===== src/rtl/ysyx_24110006_arb_pkg.sv =====
// ---------------------------------------------------------------------------
// ysyx_24110006_arb_pkg
// Shared definitions for the two-master AXI4 arbiter:
//   - read FSM states  (RD_IDLE / RD_ADDR / RD_DATA)
//   - write FSM states (WR_IDLE / WR_ADDR / WR_DATA / WR_RESP)
//   - one-hot grant encodings and a helper turning an owner index into one.
// ---------------------------------------------------------------------------
package ysyx_24110006_arb_pkg;

  typedef enum logic [1:0] {
    RD_IDLE = 2'd0,
    RD_ADDR = 2'd1,
    RD_DATA = 2'd2
  } rd_state_t;

  typedef enum logic [1:0] {
    WR_IDLE = 2'd0,
    WR_ADDR = 2'd1,
    WR_DATA = 2'd2,
    WR_RESP = 2'd3
  } wr_state_t;

  localparam logic [1:0] GNT_NONE = 2'b00;
  localparam logic [1:0] GNT_M0   = 2'b01;
  localparam logic [1:0] GNT_M1   = 2'b10;

  function automatic logic [1:0] gnt_of(input logic owner);
    return owner ? GNT_M1 : GNT_M0;
  endfunction

endpackage


===== src/rtl/ysyx_24110006_arb_pick.sv =====
// ---------------------------------------------------------------------------
// ysyx_24110006_arb_pick
// Combinational two-way requester picker.
//   Build option AXI_ARB_RR_EN:
//     defined   - round-robin: on a tie the master that did not win last time
//                 is picked; a last-winner register (reset to master 1, so
//                 master 0 wins the first tie) updates whenever 'update' is
//                 high and some master requests.
//     undefined - fixed priority, master 0 always wins; no state is kept.
// Ports:
//   clock, reset_n, update (round-robin build only) : clock, sync active-low
//                                                     reset, grant strobe
//   req  [1:0] : request vector, bit N = master N
//   pick [1:0] : one-hot selected master, 0 when nobody requests
// ---------------------------------------------------------------------------
module ysyx_24110006_arb_pick
  import ysyx_24110006_arb_pkg::*;
(
`ifdef AXI_ARB_RR_EN
  input  logic       clock,
  input  logic       reset_n,
  input  logic       update,
`endif
  input  logic [1:0] req,
  output logic [1:0] pick
);

`ifdef AXI_ARB_RR_EN
  logic last;  // index of the previous winner

  always_ff @(posedge clock) begin
    if (!reset_n) begin
      last <= 1'b1;
    end else if (update && (req != 2'b00)) begin
      last <= pick[1];
    end
  end

  always_comb begin
    pick = GNT_NONE;
    unique case (req)
      2'b01:   pick = GNT_M0;
      2'b10:   pick = GNT_M1;
      2'b11:   pick = last ? GNT_M0 : GNT_M1;
      default: pick = GNT_NONE;
    endcase
  end
`else
  always_comb begin
    pick = GNT_NONE;
    if (req[0]) begin
      pick = GNT_M0;
    end else if (req[1]) begin
      pick = GNT_M1;
    end
  end
`endif

endmodule


===== src/rtl/ysyx_24110006_axi_rr_arbiter.sv =====
// ---------------------------------------------------------------------------
// ysyx_24110006_axi_rr_arbiter
// Shares one downstream AXI4 port between the IFU (master 0) and the LSU
// (master 1). Read and write channels are arbitrated by two independent FSMs;
// each holds its grant from the address handshake through the last R beat /
// the B handshake. Every output toward a non-owner is forced to zero, and the
// downstream bundle is zero outside the phase that routes it.
// Read bursts are length-checked: o_rerr pulses (combinationally, on the beat
// handshake) when rlast disagrees with the beat count versus the latched arlen.
// Build option AXI_ARB_RR_EN: round-robin tie-break when defined, fixed
// priority to master 0 otherwise.
// Ports:
//   i_clock, i_reset_n         : clock, synchronous active-low reset
//   i_axi_ar*/rready{0,1}      : master read requests; o_axi_arready/r*{0,1}
//   i_axi_aw*/w*/bready{0,1}   : master write requests; o_axi_awready/wready/b*{0,1}
//   o_axi_ar*/aw*/w*/rready/bready, i_axi_arready/awready/wready/r*/b* : downstream
//   o_rerr                     : burst length mismatch pulse
//   o_rgnt / o_wgnt            : one-hot read / write owner, 0 when idle
// ---------------------------------------------------------------------------
module ysyx_24110006_axi_rr_arbiter
  import ysyx_24110006_arb_pkg::*;
#(
  parameter int ID_W   = 4,
  parameter int DATA_W = 32
) (
  input  logic                  i_clock,
  input  logic                  i_reset_n,
  // master 0 read
  input  logic [31:0]           i_axi_araddr0,
  input  logic                  i_axi_arvalid0,
  input  logic [ID_W-1:0]       i_axi_arid0,
  input  logic [7:0]            i_axi_arlen0,
  input  logic [2:0]            i_axi_arsize0,
  input  logic [1:0]            i_axi_arburst0,
  input  logic                  i_axi_rready0,
  output logic                  o_axi_arready0,
  output logic [DATA_W-1:0]     o_axi_rdata0,
  output logic                  o_axi_rvalid0,
  output logic [1:0]            o_axi_rresp0,
  output logic [ID_W-1:0]       o_axi_rid0,
  output logic                  o_axi_rlast0,
  // master 1 read
  input  logic [31:0]           i_axi_araddr1,
  input  logic                  i_axi_arvalid1,
  input  logic [ID_W-1:0]       i_axi_arid1,
  input  logic [7:0]            i_axi_arlen1,
  input  logic [2:0]            i_axi_arsize1,
  input  logic [1:0]            i_axi_arburst1,
  input  logic                  i_axi_rready1,
  output logic                  o_axi_arready1,
  output logic [DATA_W-1:0]     o_axi_rdata1,
  output logic                  o_axi_rvalid1,
  output logic [1:0]            o_axi_rresp1,
  output logic [ID_W-1:0]       o_axi_rid1,
  output logic                  o_axi_rlast1,
  // master 0 write
  input  logic [31:0]           i_axi_awaddr0,
  input  logic                  i_axi_awvalid0,
  input  logic [ID_W-1:0]       i_axi_awid0,
  input  logic [7:0]            i_axi_awlen0,
  input  logic [2:0]            i_axi_awsize0,
  input  logic [1:0]            i_axi_awburst0,
  input  logic [DATA_W-1:0]     i_axi_wdata0,
  input  logic [DATA_W/8-1:0]   i_axi_wstrb0,
  input  logic                  i_axi_wvalid0,
  input  logic                  i_axi_wlast0,
  input  logic                  i_axi_bready0,
  output logic                  o_axi_awready0,
  output logic                  o_axi_wready0,
  output logic [1:0]            o_axi_bresp0,
  output logic                  o_axi_bvalid0,
  output logic [ID_W-1:0]       o_axi_bid0,
  // master 1 write
  input  logic [31:0]           i_axi_awaddr1,
  input  logic                  i_axi_awvalid1,
  input  logic [ID_W-1:0]       i_axi_awid1,
  input  logic [7:0]            i_axi_awlen1,
  input  logic [2:0]            i_axi_awsize1,
  input  logic [1:0]            i_axi_awburst1,
  input  logic [DATA_W-1:0]     i_axi_wdata1,
  input  logic [DATA_W/8-1:0]   i_axi_wstrb1,
  input  logic                  i_axi_wvalid1,
  input  logic                  i_axi_wlast1,
  input  logic                  i_axi_bready1,
  output logic                  o_axi_awready1,
  output logic                  o_axi_wready1,
  output logic [1:0]            o_axi_bresp1,
  output logic                  o_axi_bvalid1,
  output logic [ID_W-1:0]       o_axi_bid1,
  // downstream read
  output logic [31:0]           o_axi_araddr,
  output logic                  o_axi_arvalid,
  output logic [ID_W-1:0]       o_axi_arid,
  output logic [7:0]            o_axi_arlen,
  output logic [2:0]            o_axi_arsize,
  output logic [1:0]            o_axi_arburst,
  output logic                  o_axi_rready,
  input  logic                  i_axi_arready,
  input  logic [DATA_W-1:0]     i_axi_rdata,
  input  logic                  i_axi_rvalid,
  input  logic [1:0]            i_axi_rresp,
  input  logic [ID_W-1:0]       i_axi_rid,
  input  logic                  i_axi_rlast,
  // downstream write
  output logic [31:0]           o_axi_awaddr,
  output logic                  o_axi_awvalid,
  output logic [ID_W-1:0]       o_axi_awid,
  output logic [7:0]            o_axi_awlen,
  output logic [2:0]            o_axi_awsize,
  output logic [1:0]            o_axi_awburst,
  output logic [DATA_W-1:0]     o_axi_wdata,
  output logic [DATA_W/8-1:0]   o_axi_wstrb,
  output logic                  o_axi_wvalid,
  output logic                  o_axi_wlast,
  output logic                  o_axi_bready,
  input  logic                  i_axi_awready,
  input  logic                  i_axi_wready,
  input  logic [1:0]            i_axi_bresp,
  input  logic                  i_axi_bvalid,
  input  logic [ID_W-1:0]       i_axi_bid,
  // status
  output logic                  o_rerr,
  output logic [1:0]            o_rgnt,
  output logic [1:0]            o_wgnt
);

  // ---------------------------------------------------------------- read side
  rd_state_t  rd_state, rd_next;
  logic       rd_owner;          // 0 = master 0, 1 = master 1
  logic [7:0] arlen_q;
  logic [7:0] beat_cnt;
  logic [1:0] rd_pick;
  logic       rd_idle, rd_addr_ph, rd_data_ph, r_sel0, r_sel1;
  logic       ar_hs, r_hs;

  assign rd_idle    = (rd_state == RD_IDLE);
  assign rd_addr_ph = (rd_state == RD_ADDR);
  assign rd_data_ph = (rd_state == RD_DATA);
  assign r_sel0     = rd_data_ph && !rd_owner;
  assign r_sel1     = rd_data_ph &&  rd_owner;

  ysyx_24110006_arb_pick u_rd_pick (
`ifdef AXI_ARB_RR_EN
    .clock   (i_clock),
    .reset_n (i_reset_n),
    .update  (rd_idle),
`endif
    .req     ({i_axi_arvalid1, i_axi_arvalid0}),
    .pick    (rd_pick)
  );

  assign o_axi_araddr  = rd_addr_ph ? (rd_owner ? i_axi_araddr1  : i_axi_araddr0)  : '0;
  assign o_axi_arvalid = rd_addr_ph && (rd_owner ? i_axi_arvalid1 : i_axi_arvalid0);
  assign o_axi_arid    = rd_addr_ph ? (rd_owner ? i_axi_arid1    : i_axi_arid0)    : '0;
  assign o_axi_arlen   = rd_addr_ph ? (rd_owner ? i_axi_arlen1   : i_axi_arlen0)   : '0;
  assign o_axi_arsize  = rd_addr_ph ? (rd_owner ? i_axi_arsize1  : i_axi_arsize0)  : '0;
  assign o_axi_arburst = rd_addr_ph ? (rd_owner ? i_axi_arburst1 : i_axi_arburst0) : '0;
  assign o_axi_arready0 = rd_addr_ph && !rd_owner && i_axi_arready;
  assign o_axi_arready1 = rd_addr_ph &&  rd_owner && i_axi_arready;

  assign o_axi_rready  = rd_data_ph && (rd_owner ? i_axi_rready1 : i_axi_rready0);
  assign o_axi_rdata0  = r_sel0 ? i_axi_rdata : '0;
  assign o_axi_rvalid0 = r_sel0 && i_axi_rvalid;
  assign o_axi_rresp0  = r_sel0 ? i_axi_rresp : '0;
  assign o_axi_rid0    = r_sel0 ? i_axi_rid   : '0;
  assign o_axi_rlast0  = r_sel0 && i_axi_rlast;
  assign o_axi_rdata1  = r_sel1 ? i_axi_rdata : '0;
  assign o_axi_rvalid1 = r_sel1 && i_axi_rvalid;
  assign o_axi_rresp1  = r_sel1 ? i_axi_rresp : '0;
  assign o_axi_rid1    = r_sel1 ? i_axi_rid   : '0;
  assign o_axi_rlast1  = r_sel1 && i_axi_rlast;

  assign ar_hs = o_axi_arvalid && i_axi_arready;
  assign r_hs  = i_axi_rvalid && o_axi_rready;

  // A beat is in error when "this is the last beat by count" and rlast
  // disagree; the grant is still held until rlast actually arrives.
  assign o_rerr = r_hs && (i_axi_rlast != (beat_cnt == arlen_q));
  assign o_rgnt = rd_idle ? GNT_NONE : gnt_of(rd_owner);

  always_comb begin
    rd_next = rd_state;
    unique case (rd_state)
      RD_IDLE: if (rd_pick != GNT_NONE)  rd_next = RD_ADDR;
      RD_ADDR: if (ar_hs)                rd_next = RD_DATA;
      RD_DATA: if (r_hs && i_axi_rlast)  rd_next = RD_IDLE;
      default:                           rd_next = RD_IDLE;
    endcase
  end

  always_ff @(posedge i_clock) begin
    if (!i_reset_n) begin
      rd_state <= RD_IDLE;
      rd_owner <= 1'b0;
      beat_cnt <= 8'd0;
    end else begin
      rd_state <= rd_next;
      if (rd_idle && (rd_pick != GNT_NONE)) begin
        rd_owner <= rd_pick[1];
      end
      if (ar_hs) begin
        beat_cnt <= 8'd0;
      end else if (r_hs) begin
        beat_cnt <= beat_cnt + 8'd1;
      end
    end
  end

  // Burst length is data, only meaningful once captured on the AR handshake.
  always_ff @(posedge i_clock) begin
    if (ar_hs) begin
      arlen_q <= o_axi_arlen;
    end
  end

  // --------------------------------------------------------------- write side
  wr_state_t  wr_state, wr_next;
  logic       wr_owner;
  logic [1:0] wr_pick;
  logic       wr_idle, wr_addr_ph, wr_data_ph, wr_resp_ph, b_sel0, b_sel1;
  logic       aw_hs, wlast_hs, b_hs;

  assign wr_idle    = (wr_state == WR_IDLE);
  assign wr_addr_ph = (wr_state == WR_ADDR);
  assign wr_data_ph = (wr_state == WR_DATA);
  assign wr_resp_ph = (wr_state == WR_RESP);
  assign b_sel0     = wr_resp_ph && !wr_owner;
  assign b_sel1     = wr_resp_ph &&  wr_owner;

  ysyx_24110006_arb_pick u_wr_pick (
`ifdef AXI_ARB_RR_EN
    .clock   (i_clock),
    .reset_n (i_reset_n),
    .update  (wr_idle),
`endif
    .req     ({i_axi_awvalid1, i_axi_awvalid0}),
    .pick    (wr_pick)
  );

  assign o_axi_awaddr  = wr_addr_ph ? (wr_owner ? i_axi_awaddr1  : i_axi_awaddr0)  : '0;
  assign o_axi_awvalid = wr_addr_ph && (wr_owner ? i_axi_awvalid1 : i_axi_awvalid0);
  assign o_axi_awid    = wr_addr_ph ? (wr_owner ? i_axi_awid1    : i_axi_awid0)    : '0;
  assign o_axi_awlen   = wr_addr_ph ? (wr_owner ? i_axi_awlen1   : i_axi_awlen0)   : '0;
  assign o_axi_awsize  = wr_addr_ph ? (wr_owner ? i_axi_awsize1  : i_axi_awsize0)  : '0;
  assign o_axi_awburst = wr_addr_ph ? (wr_owner ? i_axi_awburst1 : i_axi_awburst0) : '0;
  assign o_axi_awready0 = wr_addr_ph && !wr_owner && i_axi_awready;
  assign o_axi_awready1 = wr_addr_ph &&  wr_owner && i_axi_awready;

  // W is only routed once the address is accepted (AW-first masters only).
  assign o_axi_wdata   = wr_data_ph ? (wr_owner ? i_axi_wdata1 : i_axi_wdata0) : '0;
  assign o_axi_wstrb   = wr_data_ph ? (wr_owner ? i_axi_wstrb1 : i_axi_wstrb0) : '0;
  assign o_axi_wvalid  = wr_data_ph && (wr_owner ? i_axi_wvalid1 : i_axi_wvalid0);
  assign o_axi_wlast   = wr_data_ph && (wr_owner ? i_axi_wlast1  : i_axi_wlast0);
  assign o_axi_wready0 = wr_data_ph && !wr_owner && i_axi_wready;
  assign o_axi_wready1 = wr_data_ph &&  wr_owner && i_axi_wready;

  assign o_axi_bready  = wr_resp_ph && (wr_owner ? i_axi_bready1 : i_axi_bready0);
  assign o_axi_bresp0  = b_sel0 ? i_axi_bresp : '0;
  assign o_axi_bvalid0 = b_sel0 && i_axi_bvalid;
  assign o_axi_bid0    = b_sel0 ? i_axi_bid   : '0;
  assign o_axi_bresp1  = b_sel1 ? i_axi_bresp : '0;
  assign o_axi_bvalid1 = b_sel1 && i_axi_bvalid;
  assign o_axi_bid1    = b_sel1 ? i_axi_bid   : '0;

  assign aw_hs    = o_axi_awvalid && i_axi_awready;
  assign wlast_hs = o_axi_wvalid && i_axi_wready && o_axi_wlast;
  assign b_hs     = i_axi_bvalid && o_axi_bready;

  assign o_wgnt = wr_idle ? GNT_NONE : gnt_of(wr_owner);

  always_comb begin
    wr_next = wr_state;
    unique case (wr_state)
      WR_IDLE: if (wr_pick != GNT_NONE) wr_next = WR_ADDR;
      WR_ADDR: if (aw_hs)               wr_next = WR_DATA;
      WR_DATA: if (wlast_hs)            wr_next = WR_RESP;
      WR_RESP: if (b_hs)                wr_next = WR_IDLE;
      default:                          wr_next = WR_IDLE;
    endcase
  end

  always_ff @(posedge i_clock) begin
    if (!i_reset_n) begin
      wr_state <= WR_IDLE;
      wr_owner <= 1'b0;
    end else begin
      wr_state <= wr_next;
      if (wr_idle && (wr_pick != GNT_NONE)) begin
        wr_owner <= wr_pick[1];
      end
    end
  end

endmodule

===== config.mk =====
export PLATFORM = sky130hd
export DESIGN_NAME = ysyx_24110006_axi_rr_arbiter
export DESIGN_NICKNAME = d
export VERILOG_FILES = /design/src/rtl/ysyx_24110006_arb_pkg.sv /design/src/rtl/ysyx_24110006_arb_pick.sv /design/src/rtl/ysyx_24110006_axi_rr_arbiter.sv
export SDC_FILE = /design/constraint.sdc
export NUM_CORES = 1
export LEC_CHECK = 0
export ABC_CLOCK_PERIOD_IN_PS = 2200
export CORE_AREA = 2 2 226 228
export CTS_CLUSTER_SIZE = 28
export DETAILED_ROUTE_END_ITERATION = 6
export DIE_AREA = 0 0 228 230
export SETUP_SLACK_MARGIN = 0.1
export SLEW_MARGIN = 25
export SYNTH_ARGS = -nofsm -noshare
export SYNTH_HDL_FRONTEND = slang
export SYNTH_SLANG_ARGS = --single-unit

===== constraint.sdc =====
create_clock -name i_clock -period 2.2 [get_ports i_clock]
set_input_delay 0.44 -clock i_clock [delete_from_list [all_inputs] [get_ports i_clock]]
set_output_delay 0.44 -clock i_clock [all_outputs]
set_load 0.02 [all_outputs]

==> reports/metrics.cfg, run 1 <==
[run_status]
status=finished with violations
violations=negative setup slack

[timing]
fin_skew_ns=0.00718
relSlewSlack=0.756
fmax_ghz=0.443
setup-tns-final_ns=-0.510
rsz0062_at_grt=true
worst_slew_pin_slew_ns=0.362
hold_viol=0
min_period_over_period=1.03
worst_slack_ns=-0.0595
drv_slew=0
setup_viol_count_final=24
layout_min_cycle_time_ns=2.26

[placement]
numPortBuffers=576
gp_congestion=0.907
dpl.hpwl_um=23800
dp.cells=1756
post_dp_cell_area_um2=10900

[route]
drt_wl_total_um=29700
drc=0
dr.pass1.iters=4
drt-initial-drc-count=200
vias_per_cell=3.46
detail-route-antenna-nets=0
wl_per_cell_um=16.4
num_vias=6243

[die]
ioPinCount=577
coreArea_um2=49900
num_rows=82
start_util=0.0775
die_w_um=228
dieArea_um2=52400
die_h_um=230

[global_route]
grt_pass1_vias=6509
antenna_found_initial=4
use_met3=0.0239
grtUsageTotal=0.103
grt_max_degree=33
gr-total-overflow=0
top_usage_layer=met2
grt_use_met2=0.188
grt_pass1_wl_um=41200
use_met1=0.119

[pwr]
leakage_nw=5.08
ir_worst_vdd_uv=222
power_density_nw_per_um2=476

[worst_setup_path]
critPathSlowestCell=dfxtp_2
worstPathRequired_ns=1.76
slowest_delay_ns=0.34
r2r_cells=9
critPathLaunchType=flip-flop
arrival_ns=1.82
worstSetupEndpointType=primary output
r2r_end=arlen_q[0]
crit_chain=buf_6 -> and3b_2 -> buf_12 -> buf_16 -> buf_8 -> buf_6 -> a22o_4 -> buf_12
worstSetupPathType=flip-flop to primary output
r2r_slack_ns=0.29
reg2reg_from=rd_state[1]
cp_max_fo=4

[min_path]
hp-class=flip-flop to flip-flop
worstHoldStart=wr_state[1]
hold_depth=2
holdPathEnd=wr_state[1]

[cts]
clk_path_buf_depth=2
root_buffer=clkbuf_16
clk_pin_slew_worst_paths_ns=0.07
cts_tree=built
clkLatencyLatePin_ns=0.26
htree_levels=1
cts_buffers=3
clock-sinks=22

[flow_run]
cap_violations=0

[yosys]
synth_top_area_frac=0.241
synth_top_family_by_area=simple AND/OR/NAND/NOR gates
ys_ff_latch=22
synthXorXnorAreaFrac=0.0272
yosys.area_share.adder=0.0194
yosysWarnings=0
async_flop_share=0
synth_area_um2=3860
synth_area_leaders=mux2i_1 24%, nor2b_1 15%, a22o_1 11%
syn_inst=490
synth-compound-area-share=0.140
synth_edf_count=8
yosysTopAreaCell=mux2i_1
synth_ff_type=dfxtp_1
muxShareOfSynthArea=0.244
synth.avg_cell_area_um2=7.88
synth_seq_area_share=0.135
synth_cell_types=37
synth-simple-area-share=0.378
syn_nets=828

[cells_and_area]
fin_cells=1806
final_cell_mix=331 x clkdlybuf4s50_1, 91 x nor2b_1, 79 x mux2i_1, 76 x buf_6, 73 x buf_4
nFillCells=5503
syn2layout_area_growth_pct=202
drive_above_1_share=0.303
final_common_cell=clkdlybuf4s50_1
final_nets=1469
final_cell_area_um2=11700

power breakdown:
group	switching, mW	leakage [nW]	internal (mW)
Combinational	2.16	4.83	2.35
Clock	0.164	0.0511	0.362
Sequential	0.0495	0.194	0.466
Total	2.38	5.08	3.18
critical path, delay by kind of cell (launching register included):
family / cells / cell delay, ns
AOI/OAI and AO/OA: 1 / 0.24
and+or+nand+nor: 1 / 0.23
buffers and inverters: 6 / 0.74
DFF: 1 / 0.34
kinds of logic (layout without fill, tap and decap cells):
kind of cell             after synthesis  in the layout
flip-flops                            22             22
buffers and inverters                 52            692
adder cells (fa/ha/maj)                6              6
AO/OA/AOI/OAI                         68             68
multiplexers                          94             94
XOR/XNOR                              12             12
AND/OR/NAND/NOR                      236            236
other                                  0              4
per-stage QoR:
step                 util  setup slack, ns  hold WS (ns)  power (mW)
floorplan               -            0.403         0.470        2.50
global placement    0.219           -0.492         0.490        4.81
detailed placement  0.219           -0.455         0.498        4.82
CTS                 0.232           -0.103         0.513        5.50
global route        0.234           -0.129         0.543        5.88
finish              0.234          -0.0595         0.499        5.56
per-layer routing:
layer / vias to the layer above / part of all wire
met2: 326 / 0.50
met3: 34 / 0.069
met4: 0 / 0.023
met5: - / 0
met1: 2857 / 0.41
li1: 3026 / -
cells in the mapped netlist, drive strengths merged (2+ instances only):
cell type / count
a211oi: 2
a21oi: 6
a22o: 50
and2: 50
and3: 52
buf: 15
clkbuf: 32
dfxtp: 14
edfxtp: 8
ha: 6
inv: 5
mux2i: 93
nand2: 7
nand3: 3
nand4: 5
nor2: 15
nor2b: 93
o21ai: 7
or3: 4
xnor2: 8
xor2: 4
sequential cells by signal, indices dropped and copies added, names as in the netlist:
signal and count:
arlen_q 8, beat_cnt 8, rd_owner 1, rd_state 2, wr_owner 1, wr_state 2
repair_timing:
item,in CTS,in global routing
buffers inserted,21,10
cloned,8,5
hold buffers,0,0
pin swaps,10,27
setup endpoints to repair,242,202
resized for setup,608,295
layout make-up:
| cell class | count | area, um2 | share of cell area |
|---|---|---|---|
| well taps | 672 | 841 | 0.0720 |
| diodes | 4 | 10.0 | 0.000857 |
| inverters | 5 | 18.8 | 0.00161 |
| clock inverters | 1 | 30.0 | 0.00257 |
| clock buffers | 3 | 75.1 | 0.00643 |
| flip-flops and latches | 22 | 533 | 0.0456 |
| multi-input cells | 416 | 3490 | 0.299 |
| repair buffers | 683 | 6680 | 0.572 |
how the worst max path moves through the flow:
stage          slack, ns  cells after the start   startpoint               end
3_5_place_dp       -0.45                      4  i_axi_rlast            o_rerr
6_report           -0.06                      8  rd_state[1]  o_axi_arburst[0]
4_1_cts            -0.10                      8  rd_state[1]  o_axi_arburst[0]
2_1_floorplan       0.40                      4     rd_owner    o_axi_arlen[0]
3_3_place_gp       -0.49                      4  i_axi_rlast            o_rerr
5_1_grt            -0.13                      8  rd_state[1]  o_axi_arburst[0]
Power figures use the tool's default switching activity.
==> inputs of run 2 (changes only) <==
SLEW_MARGIN = default   (was 25)
==> results of run 2 <==
Final layout, timing and power as in run 1 (identical DEF).
==> inputs of run 3 (changes only) <==
CTS_CLUSTER_DIAMETER = 150   (was default)
REMOVE_ABC_BUFFERS = 1   (was default)
SKIP_CTS_REPAIR_TIMING = 1   (was default)
==> run 3 against run 2 <==
Against the previous run:
- design area shrank 3.4%
- core utilization shrank 0.80 points
- critical path type unchanged
- via count shrank 2.4%
- clock skew shrank 0.0041 ns
- critical path depth shrank 3
- the flow now finishes without violations
- clock power grew 1%
- routed wire length shrank 4.2%
==> reports/metrics.cfg, run 3 (same netlist as run 1, synthesis figures left out) <==
[global_route]
grt_pass1_vias=6116
grt_pass1_wl_um=39000
grt_max_degree=54
gr-total-overflow=0
antenna_found_initial=6
grtUsageTotal=0.0968

[cts]
root_buffer=clkbuf_16
clk_path_buf_depth=2
htree_levels=1
cts_tree=built
clock-sinks=22
clkLatencyLatePin_ns=0.26
clk_pin_slew_worst_paths_ns=0.07
cts_buffers=3

[worst_setup_path]
critPathSlowestCell=edfxtp_1
arrival_ns=1.67
r2r_cells=7
slowest_delay_ns=0.39
worstSetupPathType=flip-flop to primary output
cp_max_fo=2
critical_path_buf_inv_count=1
r2r_slack_ns=0.44
critPathLaunchType=flip-flop
path_delay_family=simple AND/OR/NAND/NOR gates
crit_chain=xnor2_1 -> nand4_1 -> or3_1 -> a21oi_1 -> buf_4
r2r_end=wr_state[0]
worstPathRequired_ns=1.76
reg2reg_from=wr_owner
worstSetupEndpointType=primary output

[cells_and_area]
final_common_cell=clkdlybuf4s50_1
drive_above_1_share=0.157
final_cell_mix=331 x clkdlybuf4s50_1, 165 x dlymetal6s2s_1, 92 x nor2b_1, 92 x mux2i_1, 80 x buf_4
syn2layout_area_growth_pct=192
fin_cells=1766
top_regs=arlen_q: 8 flops, beat_cnt: 8 flops
final_nets=1433
multi_input_area_um2=3150
diodes=0
nFillCells=5525
seq_area_um2=532
final_util=0.226

[die]
ioPinCount=577
start_util=0.0775
die_w_um=228
die_h_um=230
num_rows=82
dieArea_um2=52400
coreArea_um2=49900

[route]
drt-initial-drc-count=142
drt_wl_total_um=28400
detail-route-antenna-nets=0
wl_per_cell_um=16.1
dr.pass1.iters=4
num_vias=6094
vias_per_cell=3.45
drc=0

[flow_run]
cap_violations=0

[pwr]
p_seq_frac=0.095
pwr-share-clk=0.102
switching_share=0.415
p_int_mw=3.06
leakage_nw=7.04
ir_worst_vdd_uv=332
power_density_nw_per_um2=464
p_comb_frac=0.803
p_sw_mw=2.17

[placement]
gp_congestion=0.897
dpl.hpwl_um=24000
dp.cells=1759
numPortBuffers=576

[min_path]
worstHoldStart=wr_state[0]
holdPathEnd=wr_state[0]
hp-class=flip-flop to flip-flop
hold_depth=2

[timing]
layout_min_cycle_time_ns=2.11
setup_viol_count_final=0
min_period_over_period=0.960
fin_skew_ns=0.00303
drv_slew=0
fmax_ghz=0.474
relSlewSlack=0.802
hold_viol=0
rsz0062_at_grt=true
worst_slew_pin_slew_ns=0.289

[run_status]
status=completed

-- run 3: cell count changes in the layout (fill, tap and decap cells not counted), sizes merged, moves of 4 or more --
cell / delta
clkbuf: -17
clkdlybuf4s15: -44
buf: -97
dlygate4sd2: -42
dlymetal6s2s: +165
diode: -4
-- run 3: per-stage QoR --
stage	power [mW]	hold slack (ns)	setup WS, ns	cell area, um2	setup TNS [ns]
floorplan	2.53	0.470	-2.29	3660	-294.59
global placement	4.82	0.488	-0.281	10900	-1.16
detailed placement	4.86	0.507	-0.276	10900	-1.59
CTS	5.41	0.517	-0.392	11000	-46.96
global route	5.54	0.524	0.00575	11300	0
finish	5.23	0.490	0.0889	11300	0
-- run 3: layer usage --
metal  up-vias  track usage  part of all wire
met1      2795        0.108              0.39
met3        23       0.0241             0.073
met5         -            0            0.0022
met2       324        0.188              0.52
li1       2942            -                 -
met4        10       0.0125            0.0099
-- run 3: how the worst max path moves through the flow --
stage / to / from / slack [ns] / cells after the start
2_1_floorplan: o_axi_wvalid / wr_owner / -2.29 / 2
3_3_place_gp: o_rerr / i_axi_rlast / -0.28 / 4
3_5_place_dp: o_rerr / i_axi_rlast / -0.28 / 4
4_1_cts: o_rerr / arlen_q[6] / -0.39 / 5
5_1_grt: o_rerr / arlen_q[6] / 0.006 / 5
6_report: o_rerr / arlen_q[6] / 0.09 / 5
-- run 3: layout make-up --
| type | count | share of cell area |
|---|---|---|
| Clock buffer | 3 | 0.00666 |
| Multi-Input combinational cell | 416 | 0.279 |
| Clock inverter | 1 | 0.00266 |
| Timing Repair Buffer | 647 | 0.588 |
| Inverter | 5 | 0.00166 |
| Sequential cell | 22 | 0.0471 |
| Tap cell | 672 | 0.0746 |
-- run 3: worst register-to-register path, delay by kind of cell (launching register included) --
family | cells | cell delay (ns)
buf+inv | 3 | 0.55
flops | 1 | 0.41
compound gates | 1 | 0.29
mux | 2 | 0.24
simple gates | 1 | 0.14
-- run 3: power by group through the flow --
stage	sequential [mW]	combinational, mW	clock [mW]
after CTS	0.494	4.36	0.562
after detailed placement	0.504	4.35	0
after global routing	0.502	4.46	0.572
after floorplan	0.634	1.89	0
final	0.497	4.20	0.533
after global placement	0.503	4.31	0
